File: src/rtl/uart_rx_param.sv
// Parametrised UART receiver: 2-flop synchroniser, mid-bit sampling, false-start and framing checks.
// Parity checking is compiled in when UART_RX_PARITY_EN is defined (PARITY_ODD selects odd parity).
module uart_rx_param #(
   parameter int CLK_HZ    = 48000000,
   parameter int BAUD      = 9600,
   parameter int DATA_BITS = 8,
   parameter int STOP_BITS = 1
`ifdef UART_RX_PARITY_EN
   , parameter bit PARITY_ODD = 1'b0
`endif
) (
   input  logic                 CLK,
   input  logic                 RST,
   input  logic                 RXD,
   output logic [DATA_BITS-1:0] DATA,
   output logic                 VALID,
   output logic                 FRAME_ERR,
   output logic                 PARITY_ERR,
   output logic                 IDLE
);

   localparam int CPB = CLK_HZ / BAUD;
   localparam int CW  = (CPB > 1) ? $clog2(CPB) : 1;
   localparam int BW  = $clog2(DATA_BITS + 1);

   localparam logic [CW-1:0] CNT_LAST  = CW'(CPB - 1);
   localparam logic [CW-1:0] CNT_HALF  = CW'(CPB / 2 - 1);
   localparam logic [BW-1:0] DATA_LAST = BW'(DATA_BITS - 1);
   localparam logic [BW-1:0] STOP_LAST = BW'(STOP_BITS - 1);

   typedef enum logic [2:0] {
      S_IDLE,
      S_START,
      S_DATA,
      S_PARITY,
      S_STOP,
      S_BREAK
   } state_t;

   state_t                r_state;
   logic                  r_sync1;
   logic                  r_rxs;
   logic                  r_rxs_d;
   logic [1:0]            r_warm;
   logic                  r_armed;
   logic [CW-1:0]         r_cnt;
   logic [BW-1:0]         r_bit;
   logic [DATA_BITS-1:0]  r_shift;
   logic                  r_stop_err;
   logic [DATA_BITS-1:0]  r_data;
   logic                  r_valid;
   logic                  r_ferr;

   state_t                w_state_nx;
   logic [CW-1:0]         w_cnt_nx;
   logic [BW-1:0]         w_bit_nx;
   logic [DATA_BITS-1:0]  w_shift_nx;
   logic                  w_stop_err_nx;
   logic [DATA_BITS-1:0]  w_data_nx;
   logic                  w_valid_nx;
   logic                  w_ferr_nx;
   logic                  w_cnt_last;
   logic                  w_start_edge;

`ifdef UART_RX_PARITY_EN
   logic                  r_par_bad;
   logic                  r_perr;
   logic                  w_par_bad_nx;
   logic                  w_perr_nx;
`endif

   // r_warm marks when r_rxs holds a real line sample; r_armed then waits for the line to be
   // seen high, so a line held low across reset release never looks like a start edge.
   always_ff @(posedge CLK) begin
      if (RST) begin
         r_sync1 <= 1'b1;
         r_rxs   <= 1'b1;
         r_rxs_d <= 1'b1;
         r_warm  <= '0;
         r_armed <= 1'b0;
      end else begin
         // NOTE: non-blocking assignments let every flop sample the pre-edge values, which is
         // what makes this chain a shift register rather than a single wire.
         r_sync1 <= RXD;
         r_rxs   <= r_sync1;
         r_rxs_d <= r_rxs;
         r_warm  <= {r_warm[0], 1'b1};
         r_armed <= r_armed | (r_warm[1] & r_rxs);
      end
   end

   assign w_cnt_last   = (r_cnt == CNT_LAST);
   assign w_start_edge = r_armed & r_rxs_d & ~r_rxs;

   always_comb begin
      // NOTE: every output of this block gets a default first so no path can infer a latch.
      w_state_nx    = r_state;
      w_cnt_nx      = w_cnt_last ? '0 : r_cnt + CW'(1);
      w_bit_nx      = r_bit;
      w_shift_nx    = r_shift;
      w_stop_err_nx = r_stop_err;
      w_data_nx     = r_data;
      w_valid_nx    = 1'b0;
      w_ferr_nx     = 1'b0;
`ifdef UART_RX_PARITY_EN
      w_par_bad_nx  = r_par_bad;
      w_perr_nx     = 1'b0;
`endif
      case (r_state)
         S_IDLE: begin
            w_stop_err_nx = 1'b0;
            if (w_start_edge) w_state_nx = S_START;
         end
         S_START: begin
            if (r_cnt == CNT_HALF) w_state_nx = r_rxs ? S_IDLE : S_DATA;
         end
         S_DATA: begin
            if (w_cnt_last) begin
               w_shift_nx = {r_rxs, r_shift[DATA_BITS-1:1]};
               w_bit_nx   = r_bit + BW'(1);
               if (r_bit == DATA_LAST) begin
`ifdef UART_RX_PARITY_EN
                  w_state_nx = S_PARITY;
`else
                  w_state_nx = S_STOP;
`endif
               end
            end
         end
`ifdef UART_RX_PARITY_EN
         S_PARITY: begin
            if (w_cnt_last) begin
               w_par_bad_nx = (^r_shift) ^ r_rxs ^ PARITY_ODD;
               w_state_nx   = S_STOP;
            end
         end
`endif
         S_STOP: begin
            if (w_cnt_last) begin
               w_bit_nx = r_bit + BW'(1);
               if (!r_rxs) w_stop_err_nx = 1'b1;
               if (r_bit == STOP_LAST) begin
                  w_data_nx  = r_shift;
                  w_valid_nx = 1'b1;
                  w_ferr_nx  = r_stop_err | ~r_rxs;
`ifdef UART_RX_PARITY_EN
                  w_perr_nx  = r_par_bad;
`endif
                  // Leaving mid stop bit gives the next start edge half a bit of slack.
                  w_state_nx = r_rxs ? S_IDLE : S_BREAK;
               end
            end
         end
         S_BREAK: begin
            if (r_rxs) w_state_nx = S_IDLE;
         end
         default: w_state_nx = S_IDLE;
      endcase
      if (w_state_nx != r_state) begin
         w_cnt_nx = '0;
         w_bit_nx = '0;
      end
   end

   always_ff @(posedge CLK) begin
      if (RST) begin
         r_state    <= S_IDLE;
         r_cnt      <= '0;
         r_bit      <= '0;
         r_shift    <= '0;
         r_stop_err <= 1'b0;
         r_data     <= '0;
         r_valid    <= 1'b0;
         r_ferr     <= 1'b0;
      end else begin
         r_state    <= w_state_nx;
         r_cnt      <= w_cnt_nx;
         r_bit      <= w_bit_nx;
         r_shift    <= w_shift_nx;
         r_stop_err <= w_stop_err_nx;
         r_data     <= w_data_nx;
         r_valid    <= w_valid_nx;
         r_ferr     <= w_ferr_nx;
      end
   end

`ifdef UART_RX_PARITY_EN
   always_ff @(posedge CLK) begin
      if (RST) begin
         r_par_bad <= 1'b0;
         r_perr    <= 1'b0;
      end else begin
         r_par_bad <= w_par_bad_nx;
         r_perr    <= w_perr_nx;
      end
   end

   assign PARITY_ERR = r_perr;
`else
   assign PARITY_ERR = 1'b0;
`endif

   assign DATA      = r_data;
   assign VALID     = r_valid;
   assign FRAME_ERR = r_ferr;
   assign IDLE      = (r_state == S_IDLE);

endmodule
File: config.mk
export PLATFORM = sky130hd
export DESIGN_NAME = uart_rx_param
export DESIGN_NICKNAME = d
export VERILOG_FILES = /design/src/rtl/uart_rx_param.sv
export SDC_FILE = /design/constraint.sdc
export NUM_CORES = 1
export LEC_CHECK = 0
export BUFFER_PORTS_ARGS = -buffer_cell sky130_fd_sc_hd__buf_4
export CORE_AREA = 2 2 99 53
export CTS_CLUSTER_DIAMETER = 30
export DETAILED_ROUTE_END_ITERATION = 8
export DIE_AREA = 0 0 101 55
export RECOVER_POWER = 25
export SLEW_MARGIN = 40
export SYNTH_ARGS = -nofsm -noshare
export SYNTH_HDL_FRONTEND = slang
export SYNTH_SLANG_ARGS = --single-unit
File: constraint.sdc
create_clock -name CLK -period 2.3 [get_ports CLK]
set_input_delay 0.23 -clock CLK [delete_from_list [all_inputs] [get_ports CLK]]
set_output_delay 0.23 -clock CLK [all_outputs]
set_load 0.02 [all_outputs]
After elaboration in Yosys (flattened, before gate mapping)

Index checks and enable logic that the tools add are counted.

Output and inout bits: 12
Input bits: 3
Register bits: 45

Bitwise logic cells: 9
Add/sub/neg operators: 2
Equal/unequal tests: 10
Reductions and logical operators: 12
Multiplexer cells: 15

Operator list:

| kind                  | number |
|---|---|
| $mux 3                | 8 |
| $pmux 3 s5            | 1 |
| $add 13x1->13 const B | 1 |
| $eq 13x12->1 const B  | 1 |
| $eq 13x13->1 const B  | 1 |
| $eq 3x3->1 const B    | 2 |
| $reduce_and 3->1      | 2 |
| $reduce_or 3->1       | 2 |
| $add 4x1->4 const B   | 1 |
| $eq 4x3->1 const B    | 1 |
| $logic_not 4->1       | 1 |
| $mux 1                | 4 |
| $ne 2x2->1 const B    | 2 |
| $not 1->1             | 4 |
| $reduce_and 2->1      | 2 |
| $reduce_or 2->1       | 2 |
| $reduce_or 4->1       | 1 |
| $and 1x1->1           | 3 |
| $eq 3x1->1 const B    | 1 |
| $eq 3x2->1 const B    | 1 |
| $logic_not 3->1       | 1 |
| $ne 3x3->1            | 1 |
| $mux 2                | 1 |
| $or 1x1->1            | 2 |
| 2 further kinds       | 2 |

Logic depth before layout (Yosys ltp)

Gate-level depths: netlist of run 1.

Depth in word-level cells: 6
Gate-level depth with buffers: 7
Gate-level depth less buffers: 6

Worst setup path before layout of run 1

No wires, ideal clock.

Path type: register -> register
From: reg r_cnt[0]
To: reg r_cnt[10]
Buffers on the path: 1
Period minus slack after synthesis: 2.014 ns
Stages on the path, launching flop included: 8
Setup time: 0.112 ns
Path slack: 0.286 ns
Required time: 2.188 ns
Arrival: 1.902 ns
Cell sequence: dfxtp_1 ha_1 and4_1 nand3_1 o31a_1 o311ai_4 buf_6 nor2_1

Longest elaborated chain between the ends: 5
Elaborated cells on any way between the ends: 9
Those cells by class: 1 x add/sub; 3 x eq/ne; 4 x mux; 1 x reduce/logical

Ends and longest elaborated chain:

| element                                      | RTL line      | source |
|---|---|---|
| start, declared                              | 46            | `logic [CW-1:0] r_cnt;` |
| start signal, assigned                       | 177           | `r_cnt <= w_cnt_nx;` |
| $eq 13x13->1 or $eq 13x12->1 (tied branches) | 92, 115       |  |
| $mux 3 (on tied branches)                    | 139, 115, 118 |  |
| $pmux 3 s5                                   | 109           | `case (r_state)` |
| $ne 3x3->1                                   | 159           | `if (w_state_nx != r_state) begin` |
| $reduce_or 3->1 (no source line)             | n/a           |  |

Parallel ways exist; a longest one is shown, timed or not.
A chain may end at the register's enable or synchronous reset.

Final worst setup path of run 1

From: reg r_cnt[3]
To: reg r_bit[2]

Longest elaborated chain between the ends: 5
Elaborated cells on any way between the ends: 9
Those cells by class: 3 x eq/ne; 4 x mux; 2 x reduce/logical

Ends and longest elaborated chain:

| element                                      | RTL line      | source |
|---|---|---|
| $eq 13x13->1 or $eq 13x12->1 (tied branches) | 92, 115       |  |
| $mux 3 (on tied branches)                    | 139, 115, 118 |  |
| $pmux 3 s5                                   | 109           |  |
| $ne 3x3->1                                   | 159           |  |
| $reduce_or 2->1 (no source line)             | n/a           |  |
| end signal, assigned                         | 178           | `r_bit <= w_bit_nx;` |
| end, declared                                | 47            | `logic [BW-1:0] r_bit;` |

Parallel ways exist; a longest one is shown, timed or not.

==> out/metrics.cfg, run 1 <==
[clocking]
root_buffer = clkbuf_8
cts_resized = 0
clock_latency_ns = 0.30
cts_tree = yes
clock_path_buffers = 2
cts-hold-fix-buffers = 0
clock-sinks = 45
cts_htree_levels = 2
numCtsBuffers = 5
postCtsSetupBuffers = 0
clk_pin_slew_ns = 0.09

[final_layout]
layout-drive-gt1-share_pct = 13.92
fin_area_um2 = 2221
post-route-util_pct = 46.96
fillers = 469
synthToLayoutAreaGrowth_pct = 12.48
multi_input_area_um2 = 977.2
seqCellArea_um2 = 900.9
nNetsFinal = 242
antenna_cells = 0

[logic_synthesis]
yosysMostFrequentCell = dfxtp_1
synth-xor-area-share_pct = 6.654
yosys.area.top_type = dfxtp_1
synth_adder_area_share_pct = 1.901
synth_edf_count = 0
synth_seq_cells = 45
synth_top_area_share_pct = 45.63
synth_top_family_by_area = simple AND/OR/NAND/NOR gates
syn_area_um2 = 1974
synth_compound_area_share_pct = 6.147
synthCells = 216
syn_nets = 222
synth.mux.area_fraction_pct = 8.619
synth.yosys.seq_area_share_pct = 45.63
synth.yosys.warnings = 0
avgSynthCellArea_um2 = 9.141
synth_commonest_cells = dfxtp_1 (45), nor2_1 (36), mux2i_1 (17), nand2_1 (17), nor3_1 (12)
synth_top_flop_cell = dfxtp_1
yosysUniqueCellTypes = 39
synth_simple_gate_area_share_pct = 25.98
synthTopCellsByArea = dfxtp_1 (46%), mux2i_1 (8.6%), nor2_1 (6.8%)
synthArstFlopShare_pct = 0

[global_routing]
grt_overflow = 0
grt_max_degree = 28
antenna_found_initial = 0
grt_pass1_wl_um = 6154
grt_usage_pct = 14.89
first_global_vias = 1177

[route]
drc = 0
drt_iter0_drc = 114
vias_per_cell = 4.966
first_pass_iters = 4
ant_nets = 0
drt-total-wl_um = 3864
wire_per_inst_um = 13.01
vias = 1475

[timing]
finalHoldViolCount = 0
drv_slew = 0
period_needed_ns = 2.106
tightestPinTransition_ns = 1.070
hold_ws_ns = 0.1064
layout_setup_ws_ns = 0.1945
worst_clock_skew_ns = 0.005438
finalSetupViolCount = 0
tns_ns = 0
slew-limit-headroom_pct = 28.68
period_share_pct = 91.54
max_freq_ghz = 0.4749
rsz0062_at_grt = false

[pwr]
p_sw_share_pct = 23.59
power_switching_mw = 0.3169
ir_drop_mv = 0.2777
leakagePower_nw = 0.8765
clkPwrFrac_pct = 36.7
intPower_mw = 1.027
power_density_nw_per_um2 = 605.0
combPwrFrac_pct = 3.9
sequentialPowerShare_pct = 59.5

[run_status]
outcome = completed

[worst_setup_path]
crit_path_end_kind = flip-flop
critPathArrivalTime_ns = 2.30
cp_max_fo = 17
cp_slowest_cell = or4_1
cp-start-kind = flip-flop
worstSetupPathType = flip-flop to flip-flop
required_ns = 2.49
cp_slowest_stage_delay_ns = 0.54
crit_path_cell_trace = or4_1 -> nor4_2 -> nor4b_1 -> buf_4 -> o311ai_4 -> buf_12 -> nor3_1

[placed_design]
dp_hpwl_um = 2840
placed_area_um2 = 2165
pre_cts_ws_ns = 0.2085
gp_congestion = 0.8626
io_buffers = 13

[floorplanning]
ioPinCount = 15
dieArea_um2 = 5555
core_area_um2 = 4730
placementRows = 18
initial_core_util_pct = 41.75
die_y_um = 55
die_x_um = 101

[job]
cap_violations = 0

[hold_path]
hp-class = input port to flip-flop

layout make-up:
type                            count  share of cell area (%)
Clock buffer                        5                   3.099
Clock inverter                      3                  0.9577
Inverter                            5                  0.8451
Multi-Input combinational cell    155                   44.00
Sequential cell                    45                   40.56
Tap cell                           60                   3.380
Timing Repair Buffer               24                   7.155
worst max-delay path, delay by kind of cell (launching register included):
family	cells	cell delay, ns
AOI/OAI and AO/OA	1	0.29
buffers and inverters	2	0.34
and+or+nand+nor	4	1.00
DFF	1	0.36
registers in the layout (all words and copies together), names as in the netlist:
register	count
r_bit	4
FRAME_ERR	1
r_armed	1
r_rxs	1
r_state	3
r_cnt	13
r_warm	2
r_shift	8
DATA	8
r_rxs_d	1
r_sync1	1
VALID	1
r_stop_err	1
cell families (layout without fill, tap and decap cells):
group | after synthesis | after routing
multiplexers | 17 | 17
AND/OR/NAND/NOR | 103 | 103
other | 1 | 1
XOR/XNOR | 15 | 15
buffers and inverters | 16 | 37
AO/OA/AOI/OAI | 16 | 16
flip-flops | 45 | 45
adder cells (fa/ha/maj) | 3 | 3
power groups by stage:
stage	Combinational, mW	Clock (mW)	Sequential [mW]
floorplan	0.0414	0	0.814
global placement	0.0528	0	0.817
detailed placement	0.0527	0	0.817
CTS	0.0528	0.510	0.799
global route	0.0587	0.540	0.801
finish	0.0518	0.493	0.799
through the flow:
step / total power [mW] / cells
floorplan: 0.8554 / 216
global placement: 0.8700 / 289
detailed placement: 0.8701 / 289
CTS: 1.362 / 297
global route: 1.400 / 297
finish: 1.344 / 297
path summary, 6_finish.rpt:
path	slack [ns]	cells past startpoint	startpoint	end
worst max-delay path	0.19	7	r_cnt[3]$_SDFF_PP0_	r_bit[2]$_SDFFE_PP0P_
worst min-delay path	0.11	2	RXD	r_sync1$_SDFF_PP1_
worst max register to register	0.19	7	r_cnt[3]$_SDFF_PP0_	r_bit[2]$_SDFFE_PP0P_
worst min register to register	0.42	1	r_sync1$_SDFF_PP1_	r_rxs$_SDFF_PP1_
cells in the final DEF (no fill, tap or decap), types with 3 or more instances in the layout:
cell type	instances
a21oi_1	7
nand4_1	5
nand3_1	9
nor3_1	12
clkbuf_8	5
xor2_1	8
inv_1	5
nand2_1	17
buf_4	14
xnor2_1	7
dfxtp_1	45
clkbuf_1	9
or2_2	5
or3_1	3
mux2i_1	17
ha_1	3
nor2_1	36
layer usage:
metal	up-vias	GRT usage, %	part of all wire [%]
li1	776	-	-
met1	649	25.02	60
met2	45	15.67	33
met3	5	4.146	6.5
met4	0	6.081	0.78
met5	-	0	0
Note: power is estimated with default switching activity, not from simulation.
==> run 2: changes to the inputs <==
Settings changed: CORE_AREA 2 2 99 53 to 2 2 71 73, DIE_AREA 0 0 101 55 to 0 0 73 75.
==> out/metrics.cfg, run 2 (synthesis gave the netlist of run 1 again) <==
[route]
drt_iter0_drc = 71  ; -38%
ant_nets = 0  ; unchanged
vias_per_cell = 5.115  ; +3.0%
wire_per_inst_um = 12.55  ; -3.5%
vias = 1473  ; -0.14%
drc = 0  ; unchanged
first_pass_iters = 4  ; unchanged
drt-total-wl_um = 3614  ; -6.5%

[placed_design]
pre_cts_ws_ns = 0.2434  ; +0.03488 ns
dp_hpwl_um = 2528  ; -11%
io_buffers = 13  ; unchanged
gp_congestion = 0.8563  ; -0.73%

[timing]
period_needed_ns = 2.061  ; -0.04425 ns
finalHoldViolCount = 0  ; unchanged
max_freq_ghz = 0.4851  ; +2.1%
tns_ns = 0  ; unchanged
hold_ws_ns = 0.1105  ; +0.004050 ns
drv_slew = 0  ; unchanged
finalSetupViolCount = 0  ; unchanged
worst_clock_skew_ns = 0.01074  ; +0.005298 ns
layout_setup_ws_ns = 0.2387  ; +0.04425 ns
rsz0062_at_grt = false
period_share_pct = 89.62  ; -1.9 points

[floorplanning]
die_x_um = 73  ; -28%
placementRows = 25  ; +7
core_area_um2 = 4661  ; -1.5%
ioPinCount = 15  ; unchanged
die_y_um = 75  ; +36%
dieArea_um2 = 5475  ; -1.4%
initial_core_util_pct = 42.36  ; +0.62 points

[global_routing]
first_global_vias = 1348  ; +15%
grt_overflow = 0  ; unchanged
busiest_layer = met2
grtUsageMet2_pct = 21.92  ; +6.3 points
grt_pass1_wl_um = 6210  ; +0.91%
grt_usage_pct = 14.75  ; -0.14 points
grt_max_degree = 28  ; unchanged
antenna_found_initial = 0  ; unchanged
use_met3_pct = 4.016  ; -0.13 points
grt_use_met1_pct = 20.41  ; -4.6 points

[run_status]
outcome = completed

[final_layout]
max_flop_register = r_cnt
layout-drive-gt1-share_pct = 12.82  ; -1.1 points
layout_common_cells = dfxtp_1 (45), nor2_1 (36), nand2_1 (17), mux2i_1 (17), nor3_1 (12)
largest_reg_flops = 13  ; unchanged
seqCellArea_um2 = 900.9  ; unchanged
antenna_cells = 0  ; unchanged
multi_input_area_um2 = 983.4  ; +0.64%
fillers = 467  ; -0.43%
nNetsFinal = 239  ; -1.2%
synthToLayoutAreaGrowth_pct = 12.36
final_common_cell = dfxtp_1

[worst_setup_path]
required_ns = 2.48  ; about the same
cp_max_fo = 17  ; unchanged
worstSetupPathType = flip-flop to flip-flop
critPathArrivalTime_ns = 2.24  ; -0.06 ns
crit_path_end_kind = flip-flop
cp-start-kind = flip-flop

[clocking]
postCtsSetupBuffers = 0  ; unchanged
clk_pin_slew_ns = 0.08  ; about the same
clock_path_buffers = 2  ; unchanged
cts_tree = yes
clock-sinks = 45  ; unchanged
clock_latency_ns = 0.29  ; about the same
numCtsBuffers = 5  ; unchanged
cts_htree_levels = 2  ; unchanged
root_buffer = clkbuf_8

[pwr]
power_density_nw_per_um2 = 649.3  ; +7.3%
leakagePower_nw = 0.8739  ; -0.29%
finalPower_mw = 1.440  ; +7.2%
ir_drop_mv = 0.3993  ; +44%

[hold_path]
hp-class = input port to flip-flop

[job]
cap_violations = 0  ; unchanged

run 2: final timing paths:
path / from / end / slack [ns] / depth (start not counted)
worst max-delay path: r_cnt[3]$_SDFF_PP0_ / r_bit[1]$_SDFFE_PP0P_ / 0.24 / 6
worst max register to register: r_cnt[3]$_SDFF_PP0_ / r_bit[1]$_SDFFE_PP0P_ / 0.24 / 6
worst min register to register: r_sync1$_SDFF_PP1_ / r_rxs$_SDFF_PP1_ / 0.42 / 1
worst min-delay path: RXD / r_sync1$_SDFF_PP1_ / 0.11 / 2
run 2: worst max-delay path: stages (launching register included):
cell,delay [ns]
dfxtp_1,0.37
or4_1,0.54
nor4_2,0.36
nor4b_2,0.12
o311ai_4,0.31
buf_12,0.18
nor3_1,0.06
run 2: metrics by stage:
step	instances	instance area [um^2]	util, %
floorplan	216	1974	-
global placement	280	2135	45.80
detailed placement	280	2135	45.80
CTS	288	2246	48.19
global route	288	2218	47.60
finish	288	2218	47.60
run 2: layout make-up:
class | count | share of cell area [%]
multi-input cells | 155 | 44.33
flip-flops and latches | 45 | 40.61
repair buffers | 21 | 6.148
clock buffers | 6 | 3.271
well taps | 54 | 3.046
clock inverters | 2 | 1.748
inverters | 5 | 0.8460
run 2: power breakdown:
group          switching, mW  leakage (nW)  total [mW]  internal, mW
clock network          0.264        0.0554       0.590         0.326
logic                 0.0320         0.454      0.0543        0.0223
registers            0.00697         0.364       0.796         0.789
total                  0.303         0.874        1.44          1.14
run 2: repair_timing:
item                       4_1_cts  5_1_grt
hold buffers                     0        0
resized for setup                0        1
setup endpoints to repair        0        2
run 2: layer usage:
| layer | share of wire (%) | up-vias |
|---|---|---|
| met5 | 0 | - |
| met1 | 48 | 667 |
| met3 | 4.9 | 7 |
| met2 | 45 | 33 |
| met4 | 1.5 | 0 |
| li1 | - | 766 |
==> run 3: changes to the inputs <==
Settings changed: CORE_AREA 2 2 71 73 to 2 2 82 64, DIE_AREA 0 0 73 75 to 0 0 84 66.
==> out/metrics.cfg, run 3 (synthesis gave the netlist of run 1 again) <==
[global_routing]
grt_usage_pct = 14.67  ; -0.085 points
grt_overflow = 0  ; unchanged
grt_max_degree = 28  ; unchanged
grt_pass1_wl_um = 6458  ; +4.0%
first_global_vias = 1390  ; +3.1%
antenna_found_initial = 0  ; unchanged

[clocking]
numCtsBuffers = 5  ; unchanged
root_buffer = clkbuf_8
postCtsSetupBuffers = 0  ; unchanged
cts_htree_levels = 2  ; unchanged
cts-hold-fix-buffers = 0  ; unchanged
clk_pin_slew_ns = 0.08  ; about the same
clock_latency_ns = 0.30  ; about the same
clock-sinks = 45  ; unchanged
cts_resized = 0  ; unchanged
cts_tree = yes
clock_path_buffers = 2  ; unchanged

[pwr]
sequentialPowerShare_pct = 60.2  ; +4.9 points
power_switching_mw = 0.3070  ; +1.3%
p_sw_share_pct = 23.19  ; +2.2 points
intPower_mw = 1.017  ; -11%
combPwrFrac_pct = 3.6  ; -0.2 points
leakagePower_nw = 0.8451  ; -3.3%
finalPower_mw = 1.324  ; -8.1%
clkPwrFrac_pct = 36.1  ; -4.9 points
power_density_nw_per_um2 = 610.9  ; -5.9%
ir_drop_mv = 0.2856  ; -28%

[route]
drt_iter0_drc = 75  ; +5.6%
vias_per_cell = 5.065  ; -0.97%
drt-total-wl_um = 3634  ; +0.55%
drc = 0  ; unchanged
vias = 1479  ; +0.41%
first_pass_iters = 4  ; unchanged
wire_per_inst_um = 12.45  ; -0.82%
ant_nets = 0  ; unchanged

[floorplanning]
core_area_um2 = 4762  ; +2.2%
placementRows = 22  ; -12%
dieArea_um2 = 5544  ; +1.3%
die_y_um = 66  ; -12%
die_x_um = 84  ; +15%
ioPinCount = 15  ; unchanged
initial_core_util_pct = 41.46  ; -0.90 points

[hold_path]
hold_start = RXD
hp-class = input port to flip-flop
whs_endpoint = r_sync1$_SDFF_PP1_
hold_depth = 2  ; unchanged

[final_layout]
layout_common_cells = dfxtp_1 (45), nor2_1 (36), nand2_1 (17), mux2i_1 (17), nor3_1 (12)
nNetsFinal = 237  ; -0.84%
synthToLayoutAreaGrowth_pct = 9.759
layout-drive-gt1-share_pct = 12.07  ; -0.75 points
final_common_cell = dfxtp_1
largest_reg_flops = 13  ; unchanged
antenna_cells = 0  ; unchanged
fin_area_um2 = 2167  ; -2.3%
post-route-util_pct = 45.51  ; -2.1 points
max_flop_register = r_cnt

[timing]
rsz0062_at_grt = false
tightestPinTransition_ns = 1.142
drv_slew = 0  ; unchanged
period_share_pct = 90.88  ; +1.3 points
worst_clock_skew_ns = 0.004332  ; -0.006404 ns
finalSetupViolCount = 0  ; unchanged
finalHoldViolCount = 0  ; unchanged
max_freq_ghz = 0.4784  ; -1.4%
tns_ns = 0  ; unchanged
slew-limit-headroom_pct = 23.85
period_needed_ns = 2.090  ; +0.02888 ns

[placed_design]
placed_area_um2 = 2115  ; -0.94%
io_buffers = 13  ; unchanged
dp_hpwl_um = 2503  ; -0.99%
gp_congestion = 0.8299  ; -3.1%

[worst_setup_path]
critPathArrivalTime_ns = 2.28  ; +0.04 ns
required_ns = 2.49  ; about the same
timing.rr.end = r_bit[2]$_SDFFE_PP0P_
worstSetupPathType = flip-flop to flip-flop
cp-start-kind = flip-flop
rr_worst_depth = 6  ; unchanged
r2r_start = r_cnt[3]$_SDFF_PP0_
crit_path_end_kind = flip-flop
crit_path_start = r_cnt[3]$_SDFF_PP0_
cp_max_fo = 17  ; unchanged
r2r_slack_ns = 0.21  ; -0.03 ns

[run_status]
outcome = completed

[job]
cap_violations = 0  ; unchanged

==> run 3: how the worst max path moves through the flow <==
stage | end | slack [ns] | cells past startpoint
floorplan | r_cnt[10]$_SDFF_PP0_ | 0.29 | 7
global placement | r_bit[1]$_SDFFE_PP0P_ | 0.21 | 6
detailed placement | r_bit[3]$_SDFFE_PP0P_ | 0.20 | 6
CTS | r_bit[2]$_SDFFE_PP0P_ | 0.20 | 6
global route | r_bit[2]$_SDFFE_PP0P_ | 0.02 | 7
finish | r_bit[2]$_SDFFE_PP0P_ | 0.21 | 6
==> run 3: layout make-up <==
cell class,instances,area (um^2)
clock buffers,5,68.82
clock inverters,3,17.52
fillers,493,2595
inverters,5,18.77
multi-input cells,155,977.2
flip-flops and latches,45,900.9
well taps,60,75.07
repair buffers,19,108.9
==> run 3: worst max-delay path, stage by stage (launching register included) <==
cell and delay (ns):
dfxtp_1 0.36, or4_1 0.55, nor4_2 0.32, nor4b_1 0.15, o311ai_4 0.27, buf_4 0.25, nor3_1 0.08
==> run 3: power by group through the flow <==
| stage | Sequential (mW) | Combinational, mW | Clock [mW] |
|---|---|---|---|
| finish | 0.797 | 0.0480 | 0.479 |
| global route | 0.800 | 0.0541 | 0.538 |
| CTS | 0.797 | 0.0490 | 0.491 |
| detailed placement | 0.816 | 0.0489 | 0 |
| global placement | 0.816 | 0.0492 | 0 |
| floorplan | 0.814 | 0.0414 | 0 |
==> run 3: stage by stage <==
stage               std cells  hold slack, ns  setup WS (ns)
floorplan                 216          0.3338         0.2856
global placement          284          0.3939         0.2115
detailed placement        284          0.3981         0.2048
CTS                       292          0.1075         0.1984
global route              292          0.1242        0.01980
finish                    292          0.1098         0.2099
==> run 3: per-layer routing <==
layer	vias to the layer above	track usage [%]	share of wire (%)
met4	0	6.653	2.0
met3	8	4.245	4.7
met5	-	0	0
met1	681	21.06	56
li1	764	-	-
met2	26	20.10	37
